$ cat src/rtl/vram_arbiter_pkg.sv
// Shared constants and types for the text-mode VRAM arbiter.
package vga_text_pkg;

    localparam int VRAM_WORDS = 600;   // 80x30 characters, 4 per word
    localparam int CTRL_ADDR  = 600;   // control register sits just past VRAM
    localparam int ADDR_W     = 10;

    // Colour fields inside CTRL_REG
    localparam int CTRL_BG_LSB     = 0;
    localparam int CTRL_FG_LSB     = 12;
    localparam int CTRL_COLOUR_W   = 12;
    localparam int CTRL_CURSOR_BIT = 24;

    typedef enum logic [1:0] {IDLE, RD, ACK} arb_state_t;

endpackage

$ cat src/rtl/vram_arbiter_if.sv
// Avalon-MM slave bus between the CPU bridge and the VRAM arbiter.
interface vram_arbiter_if;
    import vga_text_pkg::*;

    logic              CS;
    logic              READ;
    logic              WRITE;
    logic [3:0]        BYTE_EN;
    logic [ADDR_W-1:0] ADDR;
    logic [31:0]       WRITEDATA;
    logic [31:0]       READDATA;
    logic              WAITREQUEST;

    modport master (
        output CS, READ, WRITE, BYTE_EN, ADDR, WRITEDATA,
        input  READDATA, WAITREQUEST
    );

    modport slave (
        input  CS, READ, WRITE, BYTE_EN, ADDR, WRITEDATA,
        output READDATA, WAITREQUEST
    );

endinterface

$ cat src/rtl/vram_arbiter.sv
// Shares the single-port VRAM between Avalon CPU accesses and video glyph
// fetches. Video always wins the RAM; Avalon is held off with waitrequest.
// Also owns the text control register at CTRL_ADDR.
module vram_arbiter
    import vga_text_pkg::*;
(
    input  logic              CLK,
    input  logic              RESET_N,
    vram_arbiter_if.slave     avl,
    input  logic              VID_REQ,
    input  logic [ADDR_W-1:0] VID_ADDR,
    output logic [31:0]       VID_DATA,
    output logic              VID_VALID,
    output logic [31:0]       CTRL_REG,
    output logic [ADDR_W-1:0] RAM_ADDR,
    output logic [3:0]        RAM_BE,
    output logic [31:0]       RAM_WDATA,
    input  logic [31:0]       RAM_RDATA
);

    arb_state_t state;
    logic       req, is_wr, addr_ctrl, addr_oob, vid_hit, avl_grant;
    // vld_pipe[0]: fetch in flight (RAM data arriving); vld_pipe[1]: strobe
    logic [1:0] vld_pipe;
    logic       vid_oob_q;

    assign VID_VALID = vld_pipe[1];

    // Request decode and RAM grant; video and Avalon grants are exclusive
    // because Avalon only gets the RAM in a cycle with no VID_REQ.
    always_comb begin
        req       = avl.CS & (avl.READ | avl.WRITE);
        is_wr     = avl.WRITE;   // read+write together counts as a write
        addr_ctrl = (avl.ADDR == ADDR_W'(CTRL_ADDR));
        addr_oob  = (avl.ADDR >  ADDR_W'(CTRL_ADDR));
        vid_hit   = VID_REQ & (VID_ADDR < ADDR_W'(VRAM_WORDS));
        avl_grant = (state == IDLE) & req & ~addr_ctrl & ~addr_oob & ~VID_REQ;
        RAM_ADDR  = vid_hit ? VID_ADDR : avl.ADDR;
        // RESET_N gate keeps a write from landing once reset has fallen
        RAM_BE    = (avl_grant & is_wr & RESET_N) ? avl.BYTE_EN : 4'b0000;
        RAM_WDATA = avl.WRITEDATA;
        avl.WAITREQUEST = ~RESET_N | (req & (state != ACK));
    end

    // Video fetch pipeline: capture RAM data one cycle after the read, strobe next.
    always_ff @(posedge CLK or negedge RESET_N) begin
        if (!RESET_N) begin
            vld_pipe  <= '0;
            vid_oob_q <= 1'b0;
            VID_DATA  <= '0;
        end else begin
            vld_pipe  <= {vld_pipe[0], VID_REQ};
            vid_oob_q <= ~vid_hit;
            if (vld_pipe[0])
                VID_DATA <= vid_oob_q ? 32'h0 : RAM_RDATA;
        end
    end

    // Avalon FSM: serves CTRL/out-of-range locally, otherwise waits for a free RAM cycle.
    always_ff @(posedge CLK or negedge RESET_N) begin
        if (!RESET_N) begin
            state        <= IDLE;
            avl.READDATA <= '0;
            CTRL_REG     <= '0;
        end else begin
            case (state)
                IDLE: begin
                    if (req) begin
                        if (addr_ctrl) begin
                            if (is_wr) begin
                                for (int b = 0; b < 4; b++)
                                    if (avl.BYTE_EN[b])
                                        CTRL_REG[8*b +: 8] <= avl.WRITEDATA[8*b +: 8];
                            end else begin
                                avl.READDATA <= CTRL_REG;
                            end
                            state <= ACK;
                        end else if (addr_oob) begin
                            if (!is_wr)
                                avl.READDATA <= '0;
                            state <= ACK;
                        end else if (!VID_REQ) begin
                            state <= is_wr ? ACK : RD;
                        end
                    end
                end
                RD: begin
                    avl.READDATA <= RAM_RDATA;
                    state        <= ACK;
                end
                ACK:     state <= IDLE;
                default: state <= IDLE;
            endcase
        end
    end

endmodule

$ cat src/flat_wrapper.sv
// flat-port wrapper written by rule: the top's interface ports become plain ports
module vram_arbiter_flat import vga_text_pkg::*;
  (CLK, RESET_N, VID_REQ, VID_ADDR, VID_DATA, VID_VALID, CTRL_REG, RAM_ADDR, RAM_BE, RAM_WDATA, RAM_RDATA, avl_CS, avl_READ, avl_WRITE, avl_BYTE_EN, avl_ADDR, avl_WRITEDATA, avl_READDATA, avl_WAITREQUEST);
  vram_arbiter_if avl_i ();
  input  logic CLK;
  input  logic RESET_N;
  input  logic VID_REQ;
  input  logic [ADDR_W-1:0] VID_ADDR;
  output logic [31:0] VID_DATA;
  output logic VID_VALID;
  output logic [31:0] CTRL_REG;
  output logic [ADDR_W-1:0] RAM_ADDR;
  output logic [3:0] RAM_BE;
  output logic [31:0] RAM_WDATA;
  input  logic [31:0] RAM_RDATA;
  input wire logic [$bits(avl_i.CS)-1:0] avl_CS;
  input wire logic [$bits(avl_i.READ)-1:0] avl_READ;
  input wire logic [$bits(avl_i.WRITE)-1:0] avl_WRITE;
  input wire logic [$bits(avl_i.BYTE_EN)-1:0] avl_BYTE_EN;
  input wire logic [$bits(avl_i.ADDR)-1:0] avl_ADDR;
  input wire logic [$bits(avl_i.WRITEDATA)-1:0] avl_WRITEDATA;
  output wire logic [$bits(avl_i.READDATA)-1:0] avl_READDATA;
  output wire logic [$bits(avl_i.WAITREQUEST)-1:0] avl_WAITREQUEST;
  assign avl_i.CS = avl_CS;
  assign avl_i.READ = avl_READ;
  assign avl_i.WRITE = avl_WRITE;
  assign avl_i.BYTE_EN = avl_BYTE_EN;
  assign avl_i.ADDR = avl_ADDR;
  assign avl_i.WRITEDATA = avl_WRITEDATA;
  assign avl_READDATA = avl_i.READDATA;
  assign avl_WAITREQUEST = avl_i.WAITREQUEST;
  vram_arbiter u_core (.CLK(CLK), .RESET_N(RESET_N), .avl(avl_i), .VID_REQ(VID_REQ), .VID_ADDR(VID_ADDR), .VID_DATA(VID_DATA), .VID_VALID(VID_VALID), .CTRL_REG(CTRL_REG), .RAM_ADDR(RAM_ADDR), .RAM_BE(RAM_BE), .RAM_WDATA(RAM_WDATA), .RAM_RDATA(RAM_RDATA));
endmodule
$ cat config.mk
export PLATFORM = sky130hd
export DESIGN_NAME = vram_arbiter_flat
export DESIGN_NICKNAME = d
export VERILOG_FILES = /design/src/rtl/vram_arbiter_pkg.sv /design/src/rtl/vram_arbiter_if.sv /design/src/rtl/vram_arbiter.sv /design/src/flat_wrapper.sv
export SDC_FILE = /design/constraint.sdc
export NUM_CORES = 1
export LEC_CHECK = 0
export CAP_MARGIN = 10
export CORE_MARGIN = 2
export CORE_UTILIZATION = 50
export CTS_BUF_LIST = sky130_fd_sc_hd__clkbuf_8
export DETAILED_ROUTE_END_ITERATION = 8
export DONT_BUFFER_PORTS = 1
export PLACE_DENSITY_LB_ADDON = 0.08
export SYNTH_ARGS = -nofsm -noshare
export SYNTH_HDL_FRONTEND = slang
export SYNTH_SLANG_ARGS = --single-unit
$ cat constraint.sdc
create_clock -name CLK -period 2.8 [get_ports CLK]
set_clock_uncertainty 0.2 [all_clocks]
set_input_delay 0.42 -clock CLK [delete_from_list [all_inputs] [get_ports CLK]]
set_output_delay 0.42 -clock CLK [all_outputs]
set_load 0.02 [all_outputs]
==> summary.md, run 1 <==
| Metric | Value |
|---|---|
| Seq cells post-synth | `101` |
| Max FO, Critical Path | `8` |
| Crit path to | `u_core.CTRL_REG[23]` |
| CTS tree | `done` |
| Post-synth top area share | `0.530` |
| Die area | `10300 um^2` |
| Tot Pwr | `2.84 mW` |
| Slowest CP cell | `or4bb_4` |
| Vias/cell | `5.68` |
| EDFF count, synth | `0` |
| Worst hold path class | `in2async` |
| CP peak stage delay | `0.56 ns` |
| Nets@finish | `503` |
| CP cell instances | `or4bb_4 > nor4_4 > buf_4 > nand2_4 > mux2_2` |
| Final worst slack | `0.443 ns` |
| Reg2reg path depth | `5` |
| Clock Sinks | `101` |
| Critical path arrival | `2.40 ns` |
| Final cycle utilization of the critical path | `0.842` |
| Die Wd | `102 um` |
| Max clock buf depth | `2` |
| Slew at the pin with the worst max-slew slack | `0.669 ns` |
| Yosys warnings | `0` |
| Final min period | `2.36 ns` |
| Bufs and invs on worst path | `1` |
| Syn Inst Count | `397` |
| Clock root cell | `clkbuf_8` |
| Synth Cell Area | `4760 um^2` |
| Final wirelength | `11500 um` |
| Final ANT Viol Nets | `0` |
| Levels on crit path | `5` |
| Drt wl/cell | `21.2 um` |
| R2R setup slack | `0.44 ns` |
| Post-synth ARST share | `1.00` |
| Vias in the first global route | `3207` |
| RR Endpoint | `u_core.CTRL_REG[23]` |
| Critical Path Start | `u_core.state[1]` |
| Seq/Total Area, Yosys | `0.530` |
| Initial Util | `0.516` |
| Total Routing Usage GR | `0.224` |
| Hold Slack | `-0.468 ns` |
| Crit. End Element | `register` |
| Unrepaired setup endpoints after global routing | `false` |
| Post-DP Area | `4700 um^2` |
| First DRT Iteration DRCs | `87` |
| Synth top area cells | `dfrtp_1 (53%), mux2_2 (17%), a22o_1 (5.9%)` |
| Fin. Hold Viols | `101` |
| Drt first pass iters | `5` |
| Clock slew at reported path FFs | `0.11 ns` |
| Most used DFF post-synth | `dfrtp_1` |
| Grt ovf | `0` |
| Post-cts sizing count | `0` |
| Req. time, crit path | `2.84 ns` |
| Setup bufs post-CTS | `0` |
| Leak pwr | `2.51 nW` |
| Crit start category | `register` |
| Syn Area/Cell | `12.0 um^2` |
| Syn_nets | `491` |
| Final setup viols | `0` |
| Chip height | `102 um` |
| Largest net degree at the start of global routing | `104` |
| Final Max Tran Viols | `0` |
| Fin util | `0.579` |
| Area grow syn2layout | `12.3%` |
| H-Tree Depth | `3` |
| Port Buffers | `0` |
| Worst R2R Start | `u_core.state[1]` |
| Max_slew headroom | `0.549` |
| Area of all placed cells without fillers | `5350 um^2` |
| Top Family by Delay on Critical Path | `simple AND/OR/NAND/NOR gates` |
| CP Class | `reg2reg` |
| Layout cell share with drive strength beyond 1 | `0.263` |
| TNS Setup | `0 ns` |
| Largest area contributor in the netlist | `dfrtp_1` |
| I/O pin cnt | `238` |
| Placer Congestion | `0.734` |
| Via Count | `3083` |
| Total CTS buffers | `9` |
| Hold_buf cts | `44` |
| DPL Wire Length | `8090 um` |
| Core area | `9240 um^2` |
| Fmax | `0.424 GHz` |
| Peak VDD IR | `0.000267 V` |
| Yosys cell types | `30` |
| Worst-Skew Late Latency | `0.35 ns` |
| Total of max-cap violations | `0` |
| Antenna violations before repair | `0` |
| Pwr Density | `530 nW/um^2` |
| Drt drc | `0` |
| Failing checks | `negative hold slack` |
| Status | `finished with violations` |
| Num rows | `35` |
| Setup WS pre-CTS | `0.412 ns` |
| Global-route wire length before repair | `17500 um` |
| Antenna diodes | `0` |
==> area by class of cell <==
| type | instances | area [um^2] |
|---|---|---|
| Sequential cell | 101 | 2530 |
| Inverter | 38 | 143 |
| Clock inverter | 6 | 71.3 |
| Timing Repair Buffer | 54 | 515 |
| Fill cell | 787 | 3890 |
| Clock buffer | 10 | 138 |
| Tap cell | 129 | 161 |
| Multi-Input combinational cell | 205 | 1790 |
==> how the worst min path moves through the flow <==
stage	slack (ns)	end	cells past startpoint	startpoint
2_1_floorplan	-0.08	u_core.CTRL_REG[0]	0	RESET_N
6_report	-0.47	u_core.VID_DATA[25]	0	RESET_N
3_5_place_dp	-0.07	u_core.VID_DATA[25]	0	RESET_N
3_3_place_gp	-0.07	u_core.VID_DATA[26]	0	RESET_N
5_1_grt	-0.49	u_core.VID_DATA[25]	0	RESET_N
4_1_cts	-0.48	u_core.VID_DATA[25]	0	RESET_N
==> metrics by stage <==
| stage | hold WS [ns] | cells |
|---|---|---|
| 2_1_floorplan | -0.0756 | 397 |
| 4_1_cts | -0.484 | 543 |
| 5_1_grt | -0.494 | 543 |
| 3_3_place_gp | -0.0733 | 483 |
| 6_report | -0.468 | 543 |
| 3_5_place_dp | -0.0735 | 483 |
==> synthesized netlist by cell type (2+ instances only) <==
cell type	number
a21oi_1	2
o21ai_0	36
buf_1	3
dfrtp_1	101
mux2_2	72
buf_4	32
a22o_1	32
nor2_1	6
clkbuf_1	15
buf_2	3
nand2_1	2
nor2b_1	2
mux2_1	2
inv_1	38
nand3b_1	32
nand4_1	2
nand2_4	4
==> report_power, final <==
part	leakage, nW	total, mW	switching, mW	internal [mW]
logic	1.02	0.238	0.112	0.127
clock network	0.110	0.973	0.525	0.448
registers	1.38	1.62	0.112	1.51
==> per-layer routing <==
metal,global-route usage,part of all wire,up-vias
li1,-,-,1374
met2,0.394,0.51,163
met1,0.259,0.38,1531
met5,0,0,-
met4,0.0800,0.016,0
met3,0.0635,0.088,15
==> sequential cells by signal (all words and copies together), names as in the netlist <==
signal / cells
u_core.CTRL_REG: 32
u_core.state: 2
u_core.avl.READDATA: 32
u_core.vid_oob_q: 1
u_core.vld_pipe: 2
u_core.VID_DATA: 32
==> placed cells by master, fill, tap and decap left out <==
cell type and count:
a211oi_1 1, a21oi_1 2, a221oi_1 1, a22o_1 32, a31oi_1 1, buf_4 10
bufinv_16 1, clkbuf_8 10, clkinv_4 2, dfrtp_1 100, dfrtp_2 1, dlygate4sd3_1 44
inv_1 39, inv_6 1, inv_8 1, mux2_1 2, mux2_2 72, nand2_1 2
nand2_4 4, nand3b_1 32, nand4_1 2, nor2_1 6, nor2b_1 1, nor2b_4 1
nor3_2 1, nor4_4 2, nor4b_1 1, o211a_1 1, o211ai_1 1, o21ai_0 36
or2_2 1, or2b_1 1, or4_4 1, or4bb_4 1
==> logic make-up (layout without fill, tap and decap cells) <==
logic type	count (synthesis)	count (layout)	share of synthesized area
buf+inv	91	108	0.0977
simple gates	56	56	0.0898
flops	101	101	0.530
mux	74	74	0.175
compound gates	75	75	0.107
Power figures use the tool's default switching activity.
==> run 2: changes to the inputs <==
clock period = 2.1 ns   (was 2.8 ns; I/O delays follow)
==> run 2 against run 1 <==
The flow finishes with violations (negative hold slack, negative setup slack). Wire length up 4.1%. Count of clock-buffer cells in the layout down 1. Cell count up 6.4%. Sequential power up 35%. Total power up 30%. Largest cell class unchanged. Highest routed layer unchanged.
==> summary.md, run 2 (synthesis results as in run 1) <==
| Metric | Value |
|---|---|
| Fin. Hold Viols | `101 (unchanged)` |
| Final min period | `2.13 ns` |
| Num rows | `35 (unchanged)` |
| Pwr Density | `645 nW/um^2 (was 530 nW/um^2)` |
| Die Wd | `102 um (unchanged)` |
| Final wirelength | `12000 um (was 11500 um)` |
| Core area | `9240 um^2 (unchanged)` |
| Final setup viols | `14 (was 0)` |
| Fmax | `0.469 GHz` |
| Via Count | `3189 (was 3083)` |
| Total of max-cap violations | `0 (unchanged)` |
| CTS tree | `done (unchanged)` |
| Initial Util | `0.516 (unchanged)` |
| CP peak stage delay | `0.40 ns (was 0.56 ns)` |
| Total CTS buffers | `9 (unchanged)` |
| DPL Wire Length | `8020 um (was 8090 um)` |
| Max clock buf depth | `2 (unchanged)` |
| Clock root cell | `clkbuf_8 (unchanged)` |
| Layout cell share with drive strength beyond 1 | `0.269 (was 0.263)` |
| Leak pwr | `2.64 nW (was 2.51 nW)` |
| Unrepaired setup endpoints after global routing | `true (was false)` |
| I/O pin cnt | `238 (unchanged)` |
| Critical path arrival | `1.62 ns (was 2.40 ns)` |
| Area grow syn2layout | `20.3% (was 12.3%)` |
| Antenna violations before repair | `0 (unchanged)` |
| Drt first pass iters | `4 (was 5)` |
| Crit. End Element | `output port (was register)` |
| H-Tree Depth | `3 (unchanged)` |
| Grt ovf | `0 (unchanged)` |
| Most common cell after layout, fill and taps aside | `dfrtp_1 (unchanged)` |
| Clock Sinks | `101 (unchanged)` |
| First DRT Iteration DRCs | `170 (was 87)` |
| Peak VDD IR | `0.000306 V (was 0.000267 V)` |
| Max_slew headroom | `0.323 (was 0.549)` |
| Die area | `10300 um^2 (unchanged)` |
| Post-DP Area | `4760 um^2 (was 4700 um^2)` |
| Bufs and invs on worst path | `2 (was 1)` |
| Area of all placed cells without fillers | `5730 um^2 (was 5350 um^2)` |
| Drt wl/cell | `20.7 um (was 21.2 um)` |
| Final ANT Viol Nets | `0 (unchanged)` |
| Max FO, Critical Path | `4 (was 8)` |
| Req. time, crit path | `1.58 ns (was 2.84 ns)` |
| Fin util | `0.620 (was 0.579)` |
| Slew at the pin with the worst max-slew slack | `1.02 ns (was 0.669 ns)` |
| Final cycle utilization of the critical path | `1.02` |
| Antenna diodes | `0 (unchanged)` |
| Drt drc | `0 (unchanged)` |
| Final worst slack | `-0.0338 ns (was 0.443 ns)` |
| Total Routing Usage GR | `0.232 (was 0.224)` |
| TNS Setup | `-0.167 ns (was 0 ns)` |
| Vias/cell | `5.52 (was 5.68)` |
| Placer Congestion | `0.741 (was 0.734)` |
| CP Class | `reg2out (was reg2reg)` |
| Status | `finished with violations (unchanged)` |
| Most frequent cells in the layout | `dfrtp_1 (100), mux2_2 (72), dlygate4sd3_1 (71) (was dfrtp_1 (100), mux2_2 (72), dlygate4sd3_1 (44))` |
| Failing checks | `negative hold slack, negative setup slack (was negative hold slack)` |
| Nets@finish | `539 (was 503)` |
| Clock slew at reported path FFs | `0.11 ns (about the same)` |
| Top Family by Delay on Critical Path | `simple AND/OR/NAND/NOR gates (unchanged)` |
| Slowest CP cell | `dfrtp_1 (was or4bb_4)` |
| Worst hold path class | `in2async (unchanged)` |
| Worst-Skew Late Latency | `0.35 ns (about the same)` |
| Vias in the first global route | `3413 (was 3207)` |
| Port Buffers | `0 (unchanged)` |
| Global-route wire length before repair | `18200 um (was 17500 um)` |
| Top Registers | `u_core.CTRL_REG x32, u_core.VID_DATA x32, u_core.avl.READDATA x32 (unchanged)` |
| Crit start category | `register (unchanged)` |
| Chip height | `102 um (unchanged)` |
| Hold Slack | `-0.567 ns (was -0.468 ns)` |
| Largest net degree at the start of global routing | `104 (unchanged)` |
| CP cell instances | `buf_6 > nor2_4 > o211a_1 > nand4_1 > nor2_1 > buf_4 (was or4bb_4 > nor4_4 > buf_4 > nand2_4 > mux2_2)` |
| Final Max Tran Viols | `0 (unchanged)` |
[run 2: cell type report]
cell class | count | area [um^2]
inverters | 38 | 143
clock inverters | 6 | 48.8
repair buffers | 90 | 885
clock buffers | 9 | 124
flip-flops and latches | 101 | 2530
fillers | 743 | 3510
well taps | 129 | 161
multi-input cells | 205 | 1840
[run 2: timing repair]
item | 4_1_cts | 5_1_grt
hold buffers | 68 | 3
pin swaps | 2 | 4
endpoints found under the hold margin | 171 | 111
setup buffers | 3 | 0
endpoints found under the setup margin | 6 | 53
gates resized for setup | 5 | 8
[run 2: per-stage QoR]
step / instances / hold WS [ns] / total power [mW] / setup slack [ns]
after floorplan: 397 / -0.181 / 2.48 / -0.149
after global placement: 489 / -0.178 / 2.46 / 0.00557
after detailed placement: 489 / -0.179 / 2.47 / -0.0196
after CTS: 575 / -0.580 / 3.72 / -0.0701
after global routing: 578 / -0.597 / 3.85 / -0.176
final: 578 / -0.567 / 3.70 / -0.0338
[run 2: worst paths after layout]
| kind | start | endpoint | slack (ns) | depth (start not counted) |
|---|---|---|---|---|
| worst max register to register | u_core.state[0] | u_core.CTRL_REG[25] | -0.01 | 5 |
| worst max-delay path | u_core.state[0] | RAM_BE[2] | -0.03 | 6 |
| worst min register to register | u_core.VID_DATA[22] | u_core.VID_DATA[22] | 0.44 | 2 |
| worst min-delay path | RESET_N | u_core.avl.READDATA[25] | -0.57 | 0 |
| min in group CLK | RAM_RDATA[25] | u_core.avl.READDATA[25] | 0.01 | 2 |
| max in group asynchronous | RESET_N | u_core.VID_DATA[3] | 2.11 | 0 |
[run 2: routing by layer]
| metal | vias up | global-route usage | share of wire |
|---|---|---|---|
| li1 | 1452 | - | - |
| met1 | 1564 | 0.263 | 0.38 |
| met2 | 160 | 0.411 | 0.52 |
| met3 | 13 | 0.0697 | 0.089 |
| met4 | 0 | 0.0821 | 0.013 |
| met5 | - | 0 | 0 |
[run 2: power by group]
group	internal [mW]	switching [mW]
sequential	2.02	0.162
combinational	0.222	0.159
clock	0.438	0.701
==> run 3: changes to the inputs <==
ABC_CLOCK_PERIOD_IN_PS = 2100   (was default)
CORE_MARGIN = default   (was 2)
==> run 3 against run 2 <==
The flow still finishes with violations (negative hold slack, negative setup slack). Setup slack got worse by 0.070 ns. Sequential share of layout area is 1.2 points lower. Largest power group unchanged. First-iteration DRC count shrank 49%. Flip-flop and latch count did not move. Cell count up 1.4%. Sequential power hardly changed. Total power is 9.3% higher.
==> summary.md, run 3 (synthesis results as in run 1) <==
| Metric | Value |
|---|---|
| H-Tree Depth | `3 (unchanged)` |
| Fin. Hold Viols | `101 (unchanged)` |
| Antenna diodes | `0 (unchanged)` |
| Reg2reg path depth | `5 (unchanged)` |
| Global-route wire length before repair | `18100 um (was 18200 um)` |
| Final Max Tran Viols | `0 (unchanged)` |
| Final worst slack | `-0.104 ns (was -0.0338 ns)` |
| Req. time, crit path | `1.58 ns (about the same)` |
| Max clock buf depth | `2 (unchanged)` |
| Clock slew at reported path FFs | `0.12 ns (was 0.11 ns)` |
| Placed cell count | `491 (was 489)` |
| Top Registers | `u_core.CTRL_REG x32, u_core.VID_DATA x32, u_core.avl.READDATA x32 (unchanged)` |
| GRT met3 Usage | `0.0689 (was 0.0697)` |
| Slew at the pin with the worst max-slew slack | `0.320 ns (was 1.02 ns)` |
| Max FO, Critical Path | `4 (unchanged)` |
| Clock Sinks | `101 (unchanged)` |
| Nets@finish | `546 (was 539)` |
| Pwr Density | `686 nW/um^2 (was 645 nW/um^2)` |
| Layout cell share with drive strength beyond 1 | `0.276 (was 0.269)` |
| Final ANT Viol Nets | `0 (unchanged)` |
| Drt first pass iters | `4 (unchanged)` |
| Crit. End Element | `output port (unchanged)` |
| Chip height | `99.6 um (was 102 um)` |
| Clock root cell | `clkbuf_8 (unchanged)` |
| Area grow syn2layout | `23.6% (was 20.3%)` |
| Worst-Skew Late Latency | `0.36 ns (was 0.35 ns)` |
| Total of max-cap violations | `0 (unchanged)` |
| Worst hold path class | `in2async (unchanged)` |
| Total CTS buffers | `9 (unchanged)` |
| DPL Wire Length | `7800 um (was 8020 um)` |
| Via Count | `3262 (was 3189)` |
| Die area | `9920 um^2 (was 10300 um^2)` |
| Fmax | `0.454 GHz (was 0.469 GHz)` |
| Placer Congestion | `0.736 (was 0.741)` |
| Final cycle utilization of the critical path | `1.05 (was 1.02)` |
| Peak VDD IR | `0.000378 V (was 0.000306 V)` |
| CTS tree | `done (unchanged)` |
| Initial Util | `0.516 (unchanged)` |
| Setup WS pre-CTS | `-0.0177 ns (was -0.0196 ns)` |
| Unrepaired setup endpoints after global routing | `true (unchanged)` |
| Final wirelength | `11900 um (was 12000 um)` |
| Failing checks | `negative hold slack, negative setup slack (unchanged)` |
| Most frequent cells in the layout | `dfrtp_1 (100), dlygate4sd3_1 (73), mux2_2 (71) (was dfrtp_1 (100), mux2_2 (72), dlygate4sd3_1 (71))` |
| CP Class | `reg2out (unchanged)` |
| Status | `finished with violations (unchanged)` |
| Most common cell after layout, fill and taps aside | `dfrtp_1 (unchanged)` |
| R2R setup slack | `-0.02 ns (was -0.01 ns)` |
| Die Wd | `99.6 um (was 102 um)` |
| Final min period | `2.20 ns (was 2.13 ns)` |
| Fin util | `0.637 (was 0.620)` |
| Grt ovf | `0 (unchanged)` |
| Antenna violations before repair | `0 (unchanged)` |
| First DRT Iteration DRCs | `87 (was 170)` |
| GR Util met2 | `0.424 (was 0.411)` |
| Final setup viols | `8 (was 14)` |
| Critical path arrival | `1.69 ns (was 1.62 ns)` |
| I/O pin cnt | `238 (unchanged)` |
| Area of all placed cells without fillers | `5890 um^2 (was 5730 um^2)` |
| Hold Slack | `-0.575 ns (was -0.567 ns)` |
| Largest net degree at the start of global routing | `104 (unchanged)` |
| Layout filler cell count | `708 (was 743)` |
| Max_slew headroom | `0.787 (was 0.323)` |
| Core area | `9240 um^2 (unchanged)` |
| Leak pwr | `2.71 nW (was 2.64 nW)` |
| Vias in the first global route | `3373 (was 3413)` |
| Drt drc | `0 (unchanged)` |
| Total Routing Usage GR | `0.240 (was 0.232)` |
| Drt wl/cell | `20.3 um (was 20.7 um)` |
| GRT busiest layer | `met2 (unchanged)` |
| Crit start category | `register (unchanged)` |
| Final cell count without fillers | `586 (was 578)` |
| Vias/cell | `5.57 (was 5.52)` |
| Tot Pwr | `4.04 mW (was 3.70 mW)` |
| Post-DP Area | `4770 um^2 (was 4760 um^2)` |
| Port Buffers | `0 (unchanged)` |
| Met1 Use GR | `0.283 (was 0.263)` |
| Num rows | `35 (unchanged)` |
-- run 3: cell count changes in the layout (fill, tap and decap cells not counted) --
cell,change
clkinvlp_4,-2
clkinv_2,-1
bufinv_16,+2
buf_4,+3
buf_8,+1
nor3_2,-1
inv_8,+1
clkinv_8,+1
mux2_2,-1
nor3_4,+1
mux2_1,+1
clkbuf_16,+1
dlygate4sd3_1,+2
-- run 3: repair_timing --
action,4_1_cts,5_1_grt
gates cloned,0,2
setup buffers,3,2
hold endpoints to repair,178,122
hold buffers,67,6
setup endpoints to repair,5,54
pin swaps,3,6
gates resized for setup,5,13
-- run 3: layout make-up --
type | instances | area [um^2] | area share
timing repair buffer | 97 | 967 | 0.164
clock buffer | 9 | 124 | 0.0210
multi-input combinational | 205 | 1850 | 0.314
inverter | 38 | 143 | 0.0242
clock inverter | 7 | 116 | 0.0198
sequential | 101 | 2530 | 0.429
tap | 129 | 161 | 0.0274
-- run 3: per-layer routing --
layer  vias up  wire [um]
met5         -          0
met3        15        904
met4         0        144
met1      1616       4670
li1       1467          -
met2       164       6170
-- run 3: per-stage QoR --
| stage | hold WS [ns] | setup TNS (ns) |
|---|---|---|
| detailed placement | -0.179 | -0.0335 |
| finish | -0.575 | -0.393 |
| global placement | -0.178 | 0 |
| CTS | -0.588 | -0.397 |
| global route | -0.609 | -3.63 |
| floorplan | -0.181 | -3.82 |
-- run 3: final timing paths --
| path | to | startpoint |
|---|---|---|
| setup / recovery | RAM_BE[2] | u_core.state[0] |
| max in group asynchronous | u_core.vld_pipe[0] | RESET_N |
| setup reg to reg | u_core.CTRL_REG[26] | u_core.state[0] |
| hold reg to reg | u_core.VID_DATA[26] | u_core.VID_DATA[26] |
| hold / removal | u_core.VID_DATA[26] | RESET_N |
| min in group CLK | u_core.avl.READDATA[28] | RAM_RDATA[28] |
-- run 3: worst max-delay path, cell delays in order (launching register included) --
cell and delay (ns):
dfrtp_1 0.40, buf_6 0.13, nor2_4 0.08, o211a_1 0.20, nand4_1 0.21, nor2_1 0.17, buf_4 0.15
-- run 3: report_power, final --
group	internal (mW)	switching, mW	total, mW
registers	2.02	0.142	2.16
logic	0.236	0.189	0.425
clock network	0.705	0.754	1.46
